--- src/rtl/serial_alu.sv ---
// Slice-serial ADD/SUB/AND/OR ALU: SLICE bits per cycle with a carry chained
// between slices, and a valid/ready handshake on both sides.
module serial_alu #(
  parameter int WIDTH = 32,
  parameter int SLICE = 8
) (
  input  logic             clk,
  input  logic             reset,
  input  logic             in_valid,
  output logic             in_ready,
  input  logic [WIDTH-1:0] a,
  input  logic [WIDTH-1:0] b,
  input  logic [1:0]       ALUControl,
  output logic             out_valid,
  input  logic             out_ready,
  output logic [WIDTH-1:0] Result,
  output logic [3:0]       ALUFlags
);

  localparam int NSLICE = WIDTH / SLICE;
  localparam int CW = (NSLICE > 1) ? $clog2(NSLICE) : 1;

  typedef enum logic [1:0] {IDLE, RUN, DONE} state_t;

  state_t           state_q, state_d;
  logic [WIDTH-1:0] a_q, a_d;
  logic [WIDTH-1:0] b_q, b_d;
  logic [WIDTH-1:0] acc_q, acc_d;
  logic [WIDTH-1:0] res_q, res_d;
  logic [3:0]       flg_q, flg_d;
  logic [1:0]       op_q, op_d;
  logic [CW-1:0]    cnt_q, cnt_d;
  logic             carry_q, carry_d;

  logic [SLICE:0]   sum;
  logic [SLICE-1:0] sl;
  logic [WIDTH-1:0] acc_nx;
  logic             last;
  logic             arith;

  assign arith = ~op_q[1];
  assign last  = (cnt_q == CW'(NSLICE - 1));

  // Operands shift right each cycle, so the live slice is always the low bits.
  assign sum = {1'b0, a_q[SLICE-1:0]}
             + {1'b0, b_q[SLICE-1:0]}
             + {{SLICE{1'b0}}, carry_q};

  always_comb begin
    sl = sum[SLICE-1:0];
    unique case (op_q)
      2'b10:   sl = a_q[SLICE-1:0] & b_q[SLICE-1:0];
      2'b11:   sl = a_q[SLICE-1:0] | b_q[SLICE-1:0];
      default: sl = sum[SLICE-1:0];
    endcase
  end

  // Result slices enter at the top and migrate down into place.
  assign acc_nx = (acc_q >> SLICE) | (WIDTH'(sl) << (WIDTH - SLICE));

  always_comb begin
    state_d = state_q;
    a_d     = a_q;
    b_d     = b_q;
    acc_d   = acc_q;
    res_d   = res_q;
    flg_d   = flg_q;
    op_d    = op_q;
    cnt_d   = cnt_q;
    carry_d = carry_q;
    unique case (state_q)
      IDLE: begin
        if (in_valid) begin
          a_d     = a;
          b_d     = (ALUControl == 2'b01) ? ~b : b;
          op_d    = ALUControl;
          cnt_d   = '0;
          carry_d = ALUControl[0];
          state_d = RUN;
        end
      end
      RUN: begin
        acc_d = acc_nx;
        a_d   = a_q >> SLICE;
        b_d   = b_q >> SLICE;
        cnt_d = cnt_q + CW'(1);
        if (arith) carry_d = sum[SLICE];
        if (last) begin
          state_d = DONE;
          res_d   = acc_nx;
          // a_q/b_q now hold the top slice, so bit SLICE-1 is the sign bit.
          flg_d   = {acc_nx[WIDTH-1],
                     acc_nx == '0,
                     arith & sum[SLICE],
                     arith & (a_q[SLICE-1] == b_q[SLICE-1])
                           & (acc_nx[WIDTH-1] != a_q[SLICE-1])};
        end
      end
      DONE: begin
        if (out_ready) state_d = IDLE;
      end
      default: state_d = IDLE;
    endcase
  end

  always_ff @(posedge clk or posedge reset) begin
    if (reset) begin
      state_q <= IDLE;
      a_q     <= '0;
      b_q     <= '0;
      acc_q   <= '0;
      res_q   <= '0;
      flg_q   <= '0;
      op_q    <= '0;
      cnt_q   <= '0;
      carry_q <= 1'b0;
    end else begin
      state_q <= state_d;
      a_q     <= a_d;
      b_q     <= b_d;
      acc_q   <= acc_d;
      res_q   <= res_d;
      flg_q   <= flg_d;
      op_q    <= op_d;
      cnt_q   <= cnt_d;
      carry_q <= carry_d;
    end
  end

  assign in_ready  = (state_q == IDLE);
  assign out_valid = (state_q == DONE);
  assign Result    = res_q;
  assign ALUFlags  = flg_q;

endmodule

--- config.mk ---
export PLATFORM = sky130hd
export DESIGN_NAME = serial_alu
export DESIGN_NICKNAME = d
export VERILOG_FILES = /design/src/rtl/serial_alu.sv
export SDC_FILE = /design/constraint.sdc
export NUM_CORES = 1
export LEC_CHECK = 0
export CAP_MARGIN = 20
export CORE_ASPECT_RATIO = 1.4
export CORE_MARGIN = 5
export CORE_UTILIZATION = 30
export DETAILED_ROUTE_END_ITERATION = 7
export DONT_BUFFER_PORTS = 1
export PLACE_DENSITY = 0.41
export SETUP_SLACK_MARGIN = 0.1
export SLEW_MARGIN = 20
export SYNTH_ARGS = -nofsm -noshare
export SYNTH_HDL_FRONTEND = slang
export SYNTH_SLANG_ARGS = --single-unit
--- constraint.sdc ---
create_clock -name clk -period 7.4 [get_ports clk]
set_input_delay 1.48 -clock clk [delete_from_list [all_inputs] [get_ports clk]]
set_output_delay 1.48 -clock clk [all_outputs]
set_load 0.01 [all_outputs]
; ---- Word-level counts from Yosys, hierarchy flattened
; Cells that the tools add are included.
[classes]
addsub = 3
n_eq_ne = 12
n_mux = 15
n_bitwise = 8
n_reduce_logical = 8
[ops]
columns = cell, n
row1 = 32-bit one-hot mux with 2 select lines, 2
row2 = 32-bit two-way mux, 3
row3 = 32-bit zero test, 1
row4 = 32-bit NOT, 1
row5 = 24-bit by 32-bit bitwise OR with 32-bit output, 1
row6 = 8-bit one-hot mux with 2 select lines, 1
row7 = 8-bit by 8-bit adder with 9-bit output, 1
row8 = 9-bit by 1-bit adder with 9-bit output, 1
row9 = 8-bit AND, 1
row10 = 2-bit equality test (second input constant), 4
row11 = 2-bit two-way mux, 4
row12 = 8-bit bitwise OR, 1
row13 = 2-bit inequality test (second input constant), 3
row14 = 2-bit one-hot mux with 3 select lines, 1
row15 = 2-bit AND reduction, 3
row16 = 3-bit AND reduction, 2
row17 = 2-bit by 1-bit equality test with 1-bit output (second input constant), 2
row18 = 2-bit one-hot mux with 2 select lines, 1
row19 = 1-bit AND, 3
row20 = 2-bit by 1-bit adder with 2-bit output (second input constant), 1
row21 = 2-bit zero test, 1
row22 = 1-bit two-way mux, 2
row23 = 2-bit by 1-bit inequality test with 1-bit output (second input constant), 1
row24 = 1-bit one-hot mux with 2 select lines, 1
row25 = 4 further kinds, 4
[totals]
ff_bits = 139
inputBits = 70
word_cells = 55

; ---- Longest topological paths before layout
[depth]
depth_word = 6
depth_mapped = 9
ltp_nobuf = 9

; ---- Worst setup path before layout
; OpenSTA, ideal clock, no wires.
[synth_path]
path_kind = input-to-reg
start = input port ALUControl[0]
end = register b_q[10]
setup_time_ps = 126
t_arrival_ps = 2484
t_required_ps = 7274
setup_slack_ps = 4790
cell_stages = 6
cell_sequence = nor2b_1 clkbuf_1 buf_2 xnor2_1 nor2_1 a221o_1
[synth_between]
elab_chain_cells = 4
[synth_rtl]
columns = element, line_no
row1 = from (decl), 13  ; input logic [1:0] ALUControl,
row2 = 2-bit by 1-bit equality test with 1-bit output, 75  ; b_d = (ALUControl == 2'b01) ? ~b : b;
row3 = 32-bit two-way mux, 75
row4 = 32-bit two-way mux, 73  ; if (in_valid) begin
row5 = 32-bit one-hot mux with 2 select lines, 71  ; unique case (state_q)
row6 = to (signal assigned), 110  ; b_q <= '0;
row7 = to (signal assigned), 120  ; b_q <= b_d;
row8 = to (decl), 27  ; logic [WIDTH-1:0] b_q, b_d;
; Every way passes these cells. The select of a mux whose other input is x is not followed.
; A chain may end at the register's enable or synchronous reset.

; ---- Worst setup path in the final report
[layout_path]
start = input port in_valid
end = register b_q[2]
[layout_between]
elab_chain_cells = 2
[layout_rtl]
columns = element, line_no
row1 = from (decl), 9  ; input logic in_valid,
row2 = 2-bit inequality test (no source line), n/a
row3 = 2-bit AND reduction (no source line), n/a
; Every way passes these cells.

==> metrics.cfg <==
[logic_synthesis]
postSynthCellCount=596
synth_ff_type=dfrtp_1
synth_area_sq_mm=0.00612
ys_seq_area_frac=0.531
async_flop_share=1.00
ys_top_cells_by_area=dfrtp_1 (53%), nand2_1 (7.5%), a221o_1 (5.2%)
syn_nets=685
ys_types=47
synth-edff-count=0
ys_seq_elements=130
ys_warn_count=0
syn_area_per_cell_sq_um=10.3
yosysTopAreaCellShare=0.531
synth_area_leader_cell=dfrtp_1

[setup_path]
critPathRequiredTime_ps=7700
critPathLaunchType=primary input
crit_path_end_kind=register
cp_slowest_stage_delay_ps=720
path_class=in -> reg
crit_family=simple AND/OR/NAND/NOR gates
arrival_ps=3130
worstPathMaxFanout=53
cpMaxStageDelayCell=and2_2
crit_buf_inv=1
crit_chain=and2_2, nor2_2, buf_4, a221o_1

[place]
placed_cells=812
place.detailed.hpwl_mm=10.5
port_buffers=0
gp_congestion=0.762

[cells_and_area]
fin_nets=669
drive_above_1_share=0.120
stdcell_count=845
n_antenna_cell=0
areaGrowthSynthToFinish_pct=14.4

[clock_tree]
cts-htree-levels=4
clk_path_buf_depth=2
path_clk_slew_ps=60
postCtsSetupRepairBufs=0
cts_root_buf=clkbuf_16
hold_buffers=0
cts_made_buffers=17
cts_sinks=130
cts_tree=built
ctsResizeCount=0
insertion_delay_ps=420

[power_and_ir_drop]
leakagePower_nw=3.16
powerDensity_mw_per_mm2=507
ir_drop_uv=194

[grt]
grt_pass1_vias=4471
grt_use_met3=0.0435
antenna_found_initial=0
busiest_layer=met2
met1_usage=0.163
grt_max_degree=83
met2_usage=0.234
overflow=0
grt_pass1_wl_mm=24.6
grt.total_usage=0.138

[sta]
min_period_ps=2840
tns_ps=0
finalCritPeriodShare=0.383
setup_viol=0
fin_worst_skew_ps=9.36
slew_headroom=0.395
rsz0062_at_grt=no
drv_slew=0
worst_pin_slew_ps=907
finalHoldViolCount=0
timing.fmax_mhz=353

[detailed_routing]
dr_total_vias=4170
drtIter0Drc=225
firstDrtPassIters=5
drc=0
drtAntennaViolNets=0
wirelength_mm=15.2
wl_per_cell_um=18.0
routed_via_density=4.93

[floorplan]
die_w_um=131
ios=108
core_area_sq_mm=0.0200
placementRows=61
start_util=0.306
dieHeight_um=179
die_area_sq_mm=0.0234

[job]
max-cap-violations=0

[outcome]
status=complete, no violations

[worst_hold_path]
min_path_type=reg -> reg

-- per-layer routing --
layer	up-vias	wire (um)
li1	2042	-
met1	2012	6450
met2	95	7700
met3	21	785
met4	0	316
met5	-	0
-- cell usage in the layout (no fill, tap or decap), types with 4 or more instances in the layout --
| master | netlist | final |
|---|---|---|
| dfrtp_1 | 130 | 130 |
| nand2_1 | 122 | 122 |
| o21ai_0 | 37 | 37 |
| nor2_1 | 37 | 36 |
| xnor2_1 | 34 | 34 |
| a221o_1 | 32 | 32 |
| mux2_2 | 24 | 24 |
| inv_1 | 22 | 21 |
| ha_1 | 17 | 17 |
| clkbuf_16 | 0 | 17 |
| a22oi_1 | 14 | 14 |
| nor3_1 | 12 | 12 |
| nand3_1 | 9 | 9 |
| a21oi_1 | 7 | 7 |
| nor4_1 | 6 | 6 |
| o21a_1 | 5 | 5 |
| o211ai_1 | 5 | 5 |
| bufinv_16 | 0 | 5 |
| buf_4 | 1 | 5 |
| o31a_1 | 4 | 4 |
| nand2b_1 | 5 | 4 |
-- synthesized netlist by cell type (2+ instances only) --
library cell / instances
clkbuf_1: 25
xnor2_1: 34
dfrtp_1: 130
a22oi_1: 14
nand4_1: 2
and2_1: 2
a21oi_1: 7
a221o_1: 32
o211ai_1: 5
mux2_2: 24
nand2b_1: 5
o211a_1: 2
ha_1: 17
nor4_1: 6
nor3_1: 12
o22ai_1: 2
nand3_1: 9
fa_1: 2
nand2_1: 122
buf_2: 12
buf_1: 3
nor2b_1: 2
o31a_1: 4
nor2_1: 37
a31oi_1: 2
o21a_1: 5
o311a_1: 2
inv_1: 22
o21ai_0: 37
-- registers in the layout (all words and copies together), names as in the netlist --
register	count
cnt_q	2
Result	32
a_q	32
acc_q	24
b_q	32
state_q	2
op_q	2
carry_q	1
ALUFlags	3
-- worst min-delay path, delay by kind of cell (launching register included) --
kind,cells,cell delay (ps)
DFF,1,340
and+or+nand+nor,2,100
-- final timing paths --
check | from | end | slack [ps] | cells after the start
worst max register to register | b_q[0] | ALUFlags[2] | 4710 | 9
min in group asynchronous | reset | state_q[1] | 1040 | 1
worst min-delay path | a_q[19] | a_q[19] | 480 | 2
max in group asynchronous | reset | b_q[4] | 5190 | 2
worst max-delay path | in_valid | b_q[2] | 4560 | 4
worst min register to register | a_q[19] | a_q[19] | 480 | 2
-- logic make-up after synthesis --
logic type / share of synthesized area
compound gates: 0.151
xor+xnor: 0.0501
fa+ha+maj: 0.0413
buf+inv: 0.0417
flops: 0.531
mux: 0.0458
simple gates: 0.139
-- stage by stage --
step	total power [mW]	instance area [sq um]	worst slack, ps	utilization	hold WS, ps
6_report	3.55	7000	4560	0.350	477
5_1_grt	3.84	7000	4390	0.350	509
4_1_cts	3.62	6980	4560	0.349	478
3_5_place_dp	2.68	6330	4120	0.316	463
3_3_place_gp	2.64	6330	4180	0.316	469
2_1_floorplan	2.31	6120	2450	-	446
-- area by class of cell --
type | instances | area, sq um
fill | 2015 | 13000
sequential | 130 | 3250
multi-input combinational | 403 | 2640
clock buffer | 20 | 447
tap | 252 | 315
clock inverter | 12 | 205
inverter | 22 | 87.6
timing repair buffer | 6 | 57.6
-- power by group --
part / switching [mW] / internal, mW
sequential: 0.307 / 1.04
clock: 0.321 / 0.609
combinational: 0.743 / 0.536
Power figures use the tool's default switching activity.
